## config.mk

```make
export PLATFORM = sky130hd
export DESIGN_NAME = dp_issue
export DESIGN_NICKNAME = d
export VERILOG_FILES = /design/src/rtl/dp_issue.sv
export SDC_FILE = /design/constraint.sdc
export NUM_CORES = 1
export LEC_CHECK = 0
export CAP_MARGIN = 10
export CORE_MARGIN = 2
export CORE_UTILIZATION = 45
export CTS_CLUSTER_DIAMETER = 40
export DETAILED_ROUTE_END_ITERATION = 12
export GPL_TIMING_DRIVEN = 0
export MAX_ROUTING_LAYER = met4
export PLACE_DENSITY_LB_ADDON = 0.12
export SLEW_MARGIN = 0
export SYNTH_ARGS = -nofsm -noshare
export SYNTH_HDL_FRONTEND = slang
export SYNTH_SLANG_ARGS = --single-unit
```

## constraint.sdc

```tcl
create_clock -name clk -period 3.1 [get_ports clk]
set_clock_uncertainty 0.15 [all_clocks]
set_input_delay 0.465 -clock clk [delete_from_list [all_inputs] [get_ports clk]]
set_output_delay 0.465 -clock clk [all_outputs]
set_load 0.01 [all_outputs]
```

## src/rtl/dp_issue.sv

```systemverilog
// ============================================================================
//  Module   : dp_issue
//  Brief    : Issue/decode stage with register file and flag ownership that
//             feeds a data-processing op unit over a one-pulse field bus.
//  Revision : 1.0 - initial release
// ============================================================================
`default_nettype none

module dp_issue #(
    parameter int          NREG     = 16,
    parameter logic [31:0] OP_MASK  = 32'hFFFFFFFF,
    parameter logic [2:0]  FLAG_RST = 3'b000
) (
    input  logic        clk,
    input  logic        rst_n,
    input  logic        instr_valid,
    output logic        instr_ready,
    input  logic [31:0] instr_word,
    input  logic        ld_en,
    input  logic [3:0]  ld_addr,
    input  logic [31:0] ld_data,
    input  logic [3:0]  dbg_addr,
    output logic [31:0] dbg_data,
    output logic        en_inst,
    output logic [4:0]  instruction,
    output logic        IMM,
    output logic        S,
    output logic [31:0] Rn,
    output logic [31:0] Rm,
    output logic [11:0] imm_operand,
    output logic [4:0]  imm_shift,
    output logic [1:0]  stype,
    output logic        carry_flag,
    output logic        zero_flag,
    output logic        neg_flag,
    input  logic [31:0] Rd_res,
    input  logic        carry_res,
    input  logic        zero_res,
    input  logic        neg_res,
    output logic        done,
    output logic        illegal
);

    typedef enum logic [1:0] {
        S_IDLE = 2'd0,
        S_EXEC = 2'd1,
        S_WB   = 2'd2,
        S_ILL  = 2'd3
    } state_t;

    state_t      r_state;
    state_t      w_next;
    logic        w_ready;
    logic        w_en;
    logic        w_done;
    logic        w_ill;

    logic [31:0] r_regs [NREG];
    logic [2:0]  r_flags;

    logic [4:0]  r_opc;
    logic        r_imm;
    logic        r_s;
    logic [3:0]  r_rd_idx;
    logic [31:0] r_rn_val;
    logic [31:0] r_rm_val;
    logic [11:0] r_imm12;
    logic [4:0]  r_shift;
    logic [1:0]  r_stype;

    // Instruction word field decode
    logic [4:0]  w_opc;
    logic        w_imm;
    logic        w_s;
    logic [3:0]  w_rd_idx;
    logic [3:0]  w_rn_idx;
    logic [3:0]  w_rm_idx;
    logic [4:0]  w_shift;
    logic [1:0]  w_stype;
    logic [11:0] w_imm12;
    logic        w_accept;
    logic        w_ld_ok;

    assign w_opc    = instr_word[31:27];
    assign w_imm    = instr_word[26];
    assign w_s      = instr_word[25];
    assign w_rd_idx = instr_word[24:21];
    assign w_rn_idx = instr_word[20:17];
    assign w_rm_idx = instr_word[16:13];
    assign w_shift  = instr_word[12:8];
    assign w_stype  = instr_word[7:6];
    assign w_imm12  = instr_word[11:0];

    assign w_accept = (r_state == S_IDLE) && instr_valid;
    assign w_ld_ok  = (r_state == S_IDLE) && ld_en && ({28'd0, ld_addr} < 32'(NREG));

    always_ff @(posedge clk or negedge rst_n) begin
        if (!rst_n) begin
            r_state <= S_IDLE;
        end else begin
            r_state <= w_next;
        end
    end

    always_comb begin
        w_next  = r_state;
        w_ready = 1'b0;
        w_en    = 1'b0;
        w_done  = 1'b0;
        w_ill   = 1'b0;
        case (r_state)
            S_IDLE: begin
                w_ready = 1'b1;
                if (instr_valid) begin
                    w_next = OP_MASK[w_opc] ? S_EXEC : S_ILL;
                end
            end
            S_EXEC: begin
                w_en   = 1'b1;
                w_next = S_WB;
            end
            S_WB: begin
                w_done = 1'b1;
                w_next = S_IDLE;
            end
            S_ILL: begin
                w_ill  = 1'b1;
                w_next = S_IDLE;
            end
            default: w_next = S_IDLE;
        endcase
    end

    // Operands are read from the pre-edge regfile, so a same-edge preload
    // to the source index is not visible to this instruction.
    always_ff @(posedge clk or negedge rst_n) begin
        if (!rst_n) begin
            r_opc    <= '0;
            r_imm    <= 1'b0;
            r_s      <= 1'b0;
            r_rd_idx <= '0;
            r_rn_val <= '0;
            r_rm_val <= '0;
            r_imm12  <= '0;
            r_shift  <= '0;
            r_stype  <= '0;
        end else if (w_accept) begin
            r_opc    <= w_opc;
            r_imm    <= w_imm;
            r_s      <= w_s;
            r_rd_idx <= w_rd_idx;
            r_rn_val <= r_regs[w_rn_idx];
            r_rm_val <= w_imm ? 32'd0 : r_regs[w_rm_idx];
            r_imm12  <= w_imm ? w_imm12 : 12'd0;
            r_shift  <= w_imm ? 5'd0 : w_shift;
            r_stype  <= w_imm ? 2'd0 : w_stype;
        end
    end

    always_ff @(posedge clk or negedge rst_n) begin
        if (!rst_n) begin
            for (int i = 0; i < NREG; i++) begin
                r_regs[i] <= '0;
            end
        end else if (r_state == S_WB) begin
            r_regs[r_rd_idx] <= Rd_res;
        end else if (w_ld_ok) begin
            r_regs[ld_addr] <= ld_data;
        end
    end

    // The op unit already passes the old flags through when S=0.
    always_ff @(posedge clk or negedge rst_n) begin
        if (!rst_n) begin
            r_flags <= FLAG_RST;
        end else if (r_state == S_WB) begin
            r_flags <= {carry_res, zero_res, neg_res};
        end
    end

    assign dbg_data    = ({28'd0, dbg_addr} < 32'(NREG)) ? r_regs[dbg_addr] : 32'd0;
    assign instr_ready = w_ready;
    assign en_inst     = w_en;
    assign done        = w_done;
    assign illegal     = w_ill;
    assign instruction = r_opc;
    assign IMM         = r_imm;
    assign S           = r_s;
    assign Rn          = r_rn_val;
    assign Rm          = r_rm_val;
    assign imm_operand = r_imm12;
    assign imm_shift   = r_shift;
    assign stype       = r_stype;
    assign carry_flag  = r_flags[2];
    assign zero_flag   = r_flags[1];
    assign neg_flag    = r_flags[0];

endmodule

`default_nettype wire

```

==> results.yml, run 1 <==
outcome:
  run_status: "finished with violations"
  violations: "negative setup slack"
clock_network:
  clock_sinks: 611
  htreeDepth: 3
  cts_tree: "done"
  ctsRootBufferMaster: "clkbuf_16"
  cts_buffer_depth: 3
  path_clk_slew_ps: 50
  cts_inserted_buffers: 115
  clock_latency_ps: 710
floorplanning:
  io_pins: 240
  die_height_um: 302
  num_rows: 109
  start_util_pct: 45.4
  die_area_um2: 91400
  core_area_um2: 88200
  die_w_um: 302
sta:
  fin_setup_tns_ps: -1110
  holdWs_ps: 96.4
  timing.final.max_slew_violations: 0
  hold_viol: 0
  worst_slack_ps: -107
  worst_slew_pin_slew_ps: 1460
  finalCritPeriodShare_pct: 103
  worst_slew_margin_rel_pct: 2.82
  post-route-min-period_ps: 3210
  grt_setup_unrepaired: "no"
  setup_viol: 35
  fmax_mhz: 312
power_and_ir_drop:
  powerDensity_nw_per_um2: 965
  p_clk_share_pct: 28.8
  p_seq_share_pct: 37.1
  switchingPower_w: 0.0175
  power.internal_w: 0.0288
  ir_drop_mv: 0.515
  power.leakage_nw: 18.3
  pwr-share-comb_pct: 34.1
  swShare_pct: 37.9
synthesis:
  ys_seq_area_share_pct: 38.2
  synth_mux_area_share_pct: 27.4
  synth_compound_area_share_pct: 20.0
  synthXorXnorAreaFrac_pct: 0
  synthSimpleGateAreaFrac_pct: 7.49
  synth-edff-count: 0
  synth_top_family_by_area: "multiplexers"
  synth_nets: 3699
  syn_area_per_cell_um2: 11.2
  synth_cell_type_count: 34
  ys.flop_type: "dfrtp_1"
  netlist_area_um2: 40000
  ys_seq_elements: 611
  synthArstFlopShare_pct: 100
  ys.warnings.count: 0
  syn_inst: 3588
  yosys.area_share.adder_pct: 0
global_routing:
  grt_max_degree: 116
  grt_pass1_vias: 37691
  grt.total_usage_pct: 48.3
  antenna_found_initial: 13
  grt.overflow.total: 0
  grt_pass1_wl_um: 296000
min_path:
  min_to: "r_regs[167]"
  min_from: "ld_data[7]"
  min_path_cells: 3
  hold_path_class: "input pin to flop"
drt:
  via_per_inst: 7.57
  antenna_left: 0
  drt_iter0_drc: 6593
  dr_total_vias: 39389
  wl_per_cell_um: 41.4
  finalWirelength_um: 215000
  dr.pass1.iters: 6
  route.detailed.drc: 0
final_layout:
  drive_above_1_share_pct: 24.4
  layout_common_cells: "dfrtp_1 (579), a32oi_1 (513), nor2_1 (513), a21oi_1 (512), mux4_2 (412)"
  layout.nets: 4032
  areaGrowthSynthToFinish_pct: 19.9
  layout_commonest_cell: "dfrtp_1"
setup_path:
  cp-end-kind: "flop"
  crit_type: "flop to flop"
  worst_r2r_path_depth: 6
  reg2reg_from: "r_state[0]"
  arrival_ps: 3680
  critPathMaxFanout: 11
  cp.required_ps: 3570
  critPathLaunchType: "flop"
  reg2reg_slack_ps: -110
  worstReg2RegEnd: "r_regs[97]"
place:
  place_congestion: 1.03
  post-dp-hpwl_um: 149000
  io_buffer_count: 196
run:
  maxCapViolCount: 0
metal layers:
metal | vias up | GRT usage [%] | wire [um]
met5 | - | - | 0
met4 | 0 | 29.2 | 16200
met3 | 904 | 21.8 | 33800
met2 | 3822 | 64.9 | 89000
met1 | 19785 | 59.1 | 76200
li1 | 14878 | - | -
how the worst max path moves through the flow:
stage                start            to  slack, ps  depth (start not counted)
3_3_place_gp         rst_n        Rm[16]     -28020                          1
6_report        r_state[0]    r_regs[97]       -110                          6
2_1_floorplan  dbg_addr[1]  dbg_data[30]        510                          4
5_1_grt         r_regs[42]  dbg_data[10]        0.4                          3
3_5_place_dp   dbg_addr[1]  dbg_data[12]      -1130                          5
4_1_cts        r_regs[236]  dbg_data[12]          3                          3
stage by stage:
| step | cell area (um2) | total power, W | setup slack (ps) | utilization, % | cells |
|---|---|---|---|---|---|
| after floorplan | 40000 | 0.0250 | 507 | - | 3588 |
| after global placement | 43400 | 0.0319 | -28020 | 49.2 | 4949 |
| after detailed placement | 43700 | 0.0321 | -1130 | 49.5 | 4960 |
| after CTS | 47800 | 0.0453 | 2.71 | 54.2 | 5172 |
| after global routing | 48000 | 0.0476 | 0.381 | 54.4 | 5194 |
| final | 48000 | 0.0463 | -107 | 54.4 | 5202 |
timing repair:
| action | CTS | global route |
|---|---|---|
| setup buffers | 3 | 2 |
| cloned | 0 | 0 |
| endpoints found under the setup margin | 33 | 22 |
| endpoints found under the hold margin | 88 | 0 |
| hold buffers | 1 | 0 |
| gates resized for setup | 100 | 24 |
cell type report:
| type | count | area (um2) |
|---|---|---|
| Antenna cell | 23 | 57.6 |
| Buffer | 565 | 2820 |
| Clock buffer | 147 | 3230 |
| Clock inverter | 63 | 816 |
| Fill cell | 7839 | 40200 |
| Inverter | 2 | 12.5 |
| Multi-Input combinational cell | 2408 | 22000 |
| Sequential cell | 611 | 15300 |
| Tap cell | 1165 | 1460 |
| Timing Repair Buffer | 218 | 2280 |
power groups by stage:
stage | Clock (W) | Sequential, W | Combinational (W)
final | 0.0133 | 0.0172 | 0.0158
after global routing | 0.0136 | 0.0172 | 0.0167
after floorplan | 0 | 0.0145 | 0.0105
after CTS | 0.0133 | 0.0166 | 0.0154
after global placement | 0 | 0.0167 | 0.0152
after detailed placement | 0 | 0.0167 | 0.0154
cells by family (layout without fill, tap and decap cells):
logic type | after synthesis | in the layout
buffers and inverters | 569 | 995
AO/OA/AOI/OAI | 1158 | 1158
multiplexers | 578 | 578
flip-flops | 611 | 611
other | 0 | 23
AND/OR/NAND/NOR | 672 | 672
cell usage after synthesis, types with 2 or more instances:
master | n | area [um2]
mux2_2 | 32 | 360
and2_1 | 34 | 213
dfrtp_1 | 611 | 15300
o21ai_0 | 19 | 95.1
mux4_2 | 412 | 9280
buf_6 | 17 | 191
buf_4 | 82 | 616
inv_2 | 2 | 7.51
nor4b_4 | 8 | 190
buf_1 | 45 | 169
nor2_2 | 2 | 12.5
nor2b_1 | 4 | 25.0
buf_2 | 141 | 706
nor4_4 | 2 | 42.5
clkbuf_2 | 2 | 10.0
a21oi_1 | 512 | 2560
nor2_1 | 514 | 1930
a22oi_1 | 35 | 263
nand2_1 | 76 | 285
a32oi_1 | 513 | 4490
and4bb_2 | 3 | 37.5
o21ai_1 | 31 | 155
and4b_1 | 8 | 80.1
clkbuf_1 | 280 | 1050
nand2b_1 | 7 | 43.8
mux2i_1 | 134 | 1340
and4_1 | 2 | 17.5
and4bb_1 | 4 | 50.1
a32o_1 | 16 | 160
nor4bb_1 | 5 | 50.1
a22o_1 | 32 | 280
state kept, by name, summed over array words and instances (netlist names):
signal,count
stype,2
instruction,5
r_flags,3
imm_operand,12
S,1
r_rd_idx,4
Rm,32
imm_shift,5
r_regs,512
r_state,2
Rn,32
IMM,1
critical path, cell delays in order (launching register included):
cell      delay [ps]
dfrtp_1          410
nand2b_2         250
buf_2            360
buf_2            340
clkbuf_1        1080
a32oi_1          290
a21oi_1          220
Power figures use the tool's default switching activity.
==> inputs of run 2 (changes only) <==
- TNS_END_PERCENT: unset -> 50
==> run 2 against run 1 <==
Against the previous run: critical path type unchanged; final cell count hardly changed; core utilization hardly changed; sequential cell count stayed put; the flow finishes with violations (max-capacitance violations, negative setup slack); critical endpoint unchanged; first-iteration DRC count is 0.50% lower; total power hardly changed; fmax is 0.40% higher; cell area hardly changed; worst setup slack better by 13 ps; count of clock-buffer cells in the layout stayed put; non-clock buffer count is 3 lower; sequential share of layout area hardly changed.
==> results.yml, run 2 (same netlist as run 1, synthesis figures left out) <==
sta:
  worst_slew_margin_rel_pct: 0.455
  worst_slack_ps: -94.3
  setup_viol: 34
  worst_slew_pin_slew_ps: 1490
  post-route-min-period_ps: 3190
  hold_viol: 0
  grt_setup_unrepaired: "yes"
  fmax_mhz: 313
  timing.final.max_slew_violations: 0
  holdWs_ps: 99.3
  finalCritPeriodShare_pct: 103
setup_path:
  crit_type: "flop to flop"
  critPathLaunchType: "flop"
  cp.required_ps: 3570
  worst_path_largest_cell_delay_ps: 1070
  cp-end-kind: "flop"
  worst-path-buf-inv: 3
  arrival_ps: 3660
  worstPathCellList: "nand2b_2 -> buf_2 -> buf_2 -> clkbuf_1 -> a32oi_1 -> a21oi_1"
  critPathMaxFanout: 11
  crit_family: "buffers and inverters"
  cpMaxStageDelayCell: "clkbuf_1"
  crit_top_cell: "buf_2"
drt:
  drt_iter0_drc: 6560
  via_per_inst: 7.56
  dr.pass1.iters: 8
  wl_per_cell_um: 41.3
  dr_total_vias: 39273
  finalWirelength_um: 215000
  antenna_left: 0
  route.detailed.drc: 0
global_routing:
  grt_pass1_wl_um: 295000
  grt_max_degree: 116
  grt.overflow.total: 0
  grt.total_usage_pct: 48.3
  antenna_found_initial: 15
  grt_pass1_vias: 37735
place:
  post-dp-hpwl_um: 149000
  dp_cells: 4960
  place_congestion: 1.03
  io_buffer_count: 196
outcome:
  run_status: "finished with violations"
  violations: "max-capacitance violations, negative setup slack"
final_layout:
  final_cells: 5197
  fillers: 7846
  drive_above_1_share_pct: 24.3
  largest_register_ffs: 512
  layout.nets: 4029
  layout_commonest_cell: "dfrtp_1"
  areaGrowthSynthToFinish_pct: 19.8
  regMostFlops: "r_regs"
  layout_common_cells: "dfrtp_1 (580), a32oi_1 (513), nor2_1 (513), a21oi_1 (512), mux4_2 (412)"
floorplanning:
  die_height_um: 302
  core_area_um2: 88200
  start_util_pct: 45.4
  die_w_um: 302
  io_pins: 240
  die_area_um2: 91400
  num_rows: 109
power_and_ir_drop:
  ir_drop_mv: 0.515
  power_w: 0.0463
  powerDensity_nw_per_um2: 964
  power.leakage_nw: 18.3
min_path:
  hold_path_class: "input pin to flop"
clock_network:
  cts_inserted_buffers: 115
  cts_tree: "done"
  clock_sinks: 611
  clock_latency_ps: 710
  htreeDepth: 3
  cts_buffer_depth: 3
  path_clk_slew_ps: 50
  ctsRootBufferMaster: "clkbuf_16"
run:
  maxCapViolCount: 1
[run 2: cell types whose count changed in the layout (fill, tap and decap cells not counted), sizes merged]
cell,change
buf,-4
diode,-2
dlygate4sd2,-3
clkdlybuf4s15,+4
[run 2: path summary, 6_finish.rpt]
| path | startpoint | endpoint | slack (ps) | cells past startpoint |
|---|---|---|---|---|
| worst max-delay path | r_state[0] | r_regs[97] | -90 | 6 |
| worst min-delay path | ld_data[7] | r_regs[167] | 100 | 3 |
| worst max register to register | r_state[0] | r_regs[97] | -90 | 6 |
| worst min register to register | instruction[2] | instruction[2] | 320 | 2 |
| max in group asynchronous | rst_n | r_regs[49] | 860 | 4 |
| min in group asynchronous | rst_n | imm_operand[1] | 250 | 2 |
[run 2: final cells by class]
cell class / count / area [um2] / area share, %
inverters: 2 / 12.5 / 0.0261
well taps: 1165 / 1460 / 3.04
diodes: 21 / 52.6 / 0.110
clock buffers: 147 / 3230 / 6.74
repair buffers: 214 / 2250 / 4.69
clock inverters: 63 / 816 / 1.70
multi-input cells: 2408 / 22000 / 45.8
flip-flops and latches: 611 / 15300 / 32.0
plain buffers: 566 / 2830 / 5.90
[run 2: per-stage QoR]
step	utilization, %	TNS, ps	worst slack, ps	instance area [um2]
3_3_place_gp	49.2	-	-28020	43400
6_report	54.4	-869	-94.3	48000
5_1_grt	54.4	-1.47	-1.47	48000
2_1_floorplan	-	0	507	40000
3_5_place_dp	49.5	-72480	-1130	43700
4_1_cts	54.2	0	2.71	47800
[run 2: per-layer routing]
layer	vias up	routed length, um	part of all wire [%]	global-route usage (%)
met5	-	0	0	-
met4	0	16200	7.5	29.5
met3	839	34200	16	22.2
met2	3730	88800	41	64.7
met1	19803	75700	35	58.8
li1	14901	-	-	-
[run 2: what timing repair did]
| action | 4_1_cts | 5_1_grt |
|---|---|---|
| endpoints found under the hold margin | 88 | 0 |
| setup buffers | 1 | 0 |
| setup endpoints to repair | 33 | 19 |
| gates resized for setup | 103 | 22 |
| hold buffers | 1 | 0 |
| pin swaps | 0 | 0 |
[run 2: power by group]
group / leakage [nW] / switching (W) / internal [W] / total [W]
clock: 1.95 / 0.00479 / 0.00855 / 0.0133
sequential: 7.40 / 0.00532 / 0.0118 / 0.0172
combinational: 8.94 / 0.00741 / 0.00834 / 0.0158
[run 2: worst min-delay path, delay by kind of cell]
family / cells / cell delay (ps)
AO/OA/AOI/OAI: 2 / 280
buffers and inverters: 1 / 160
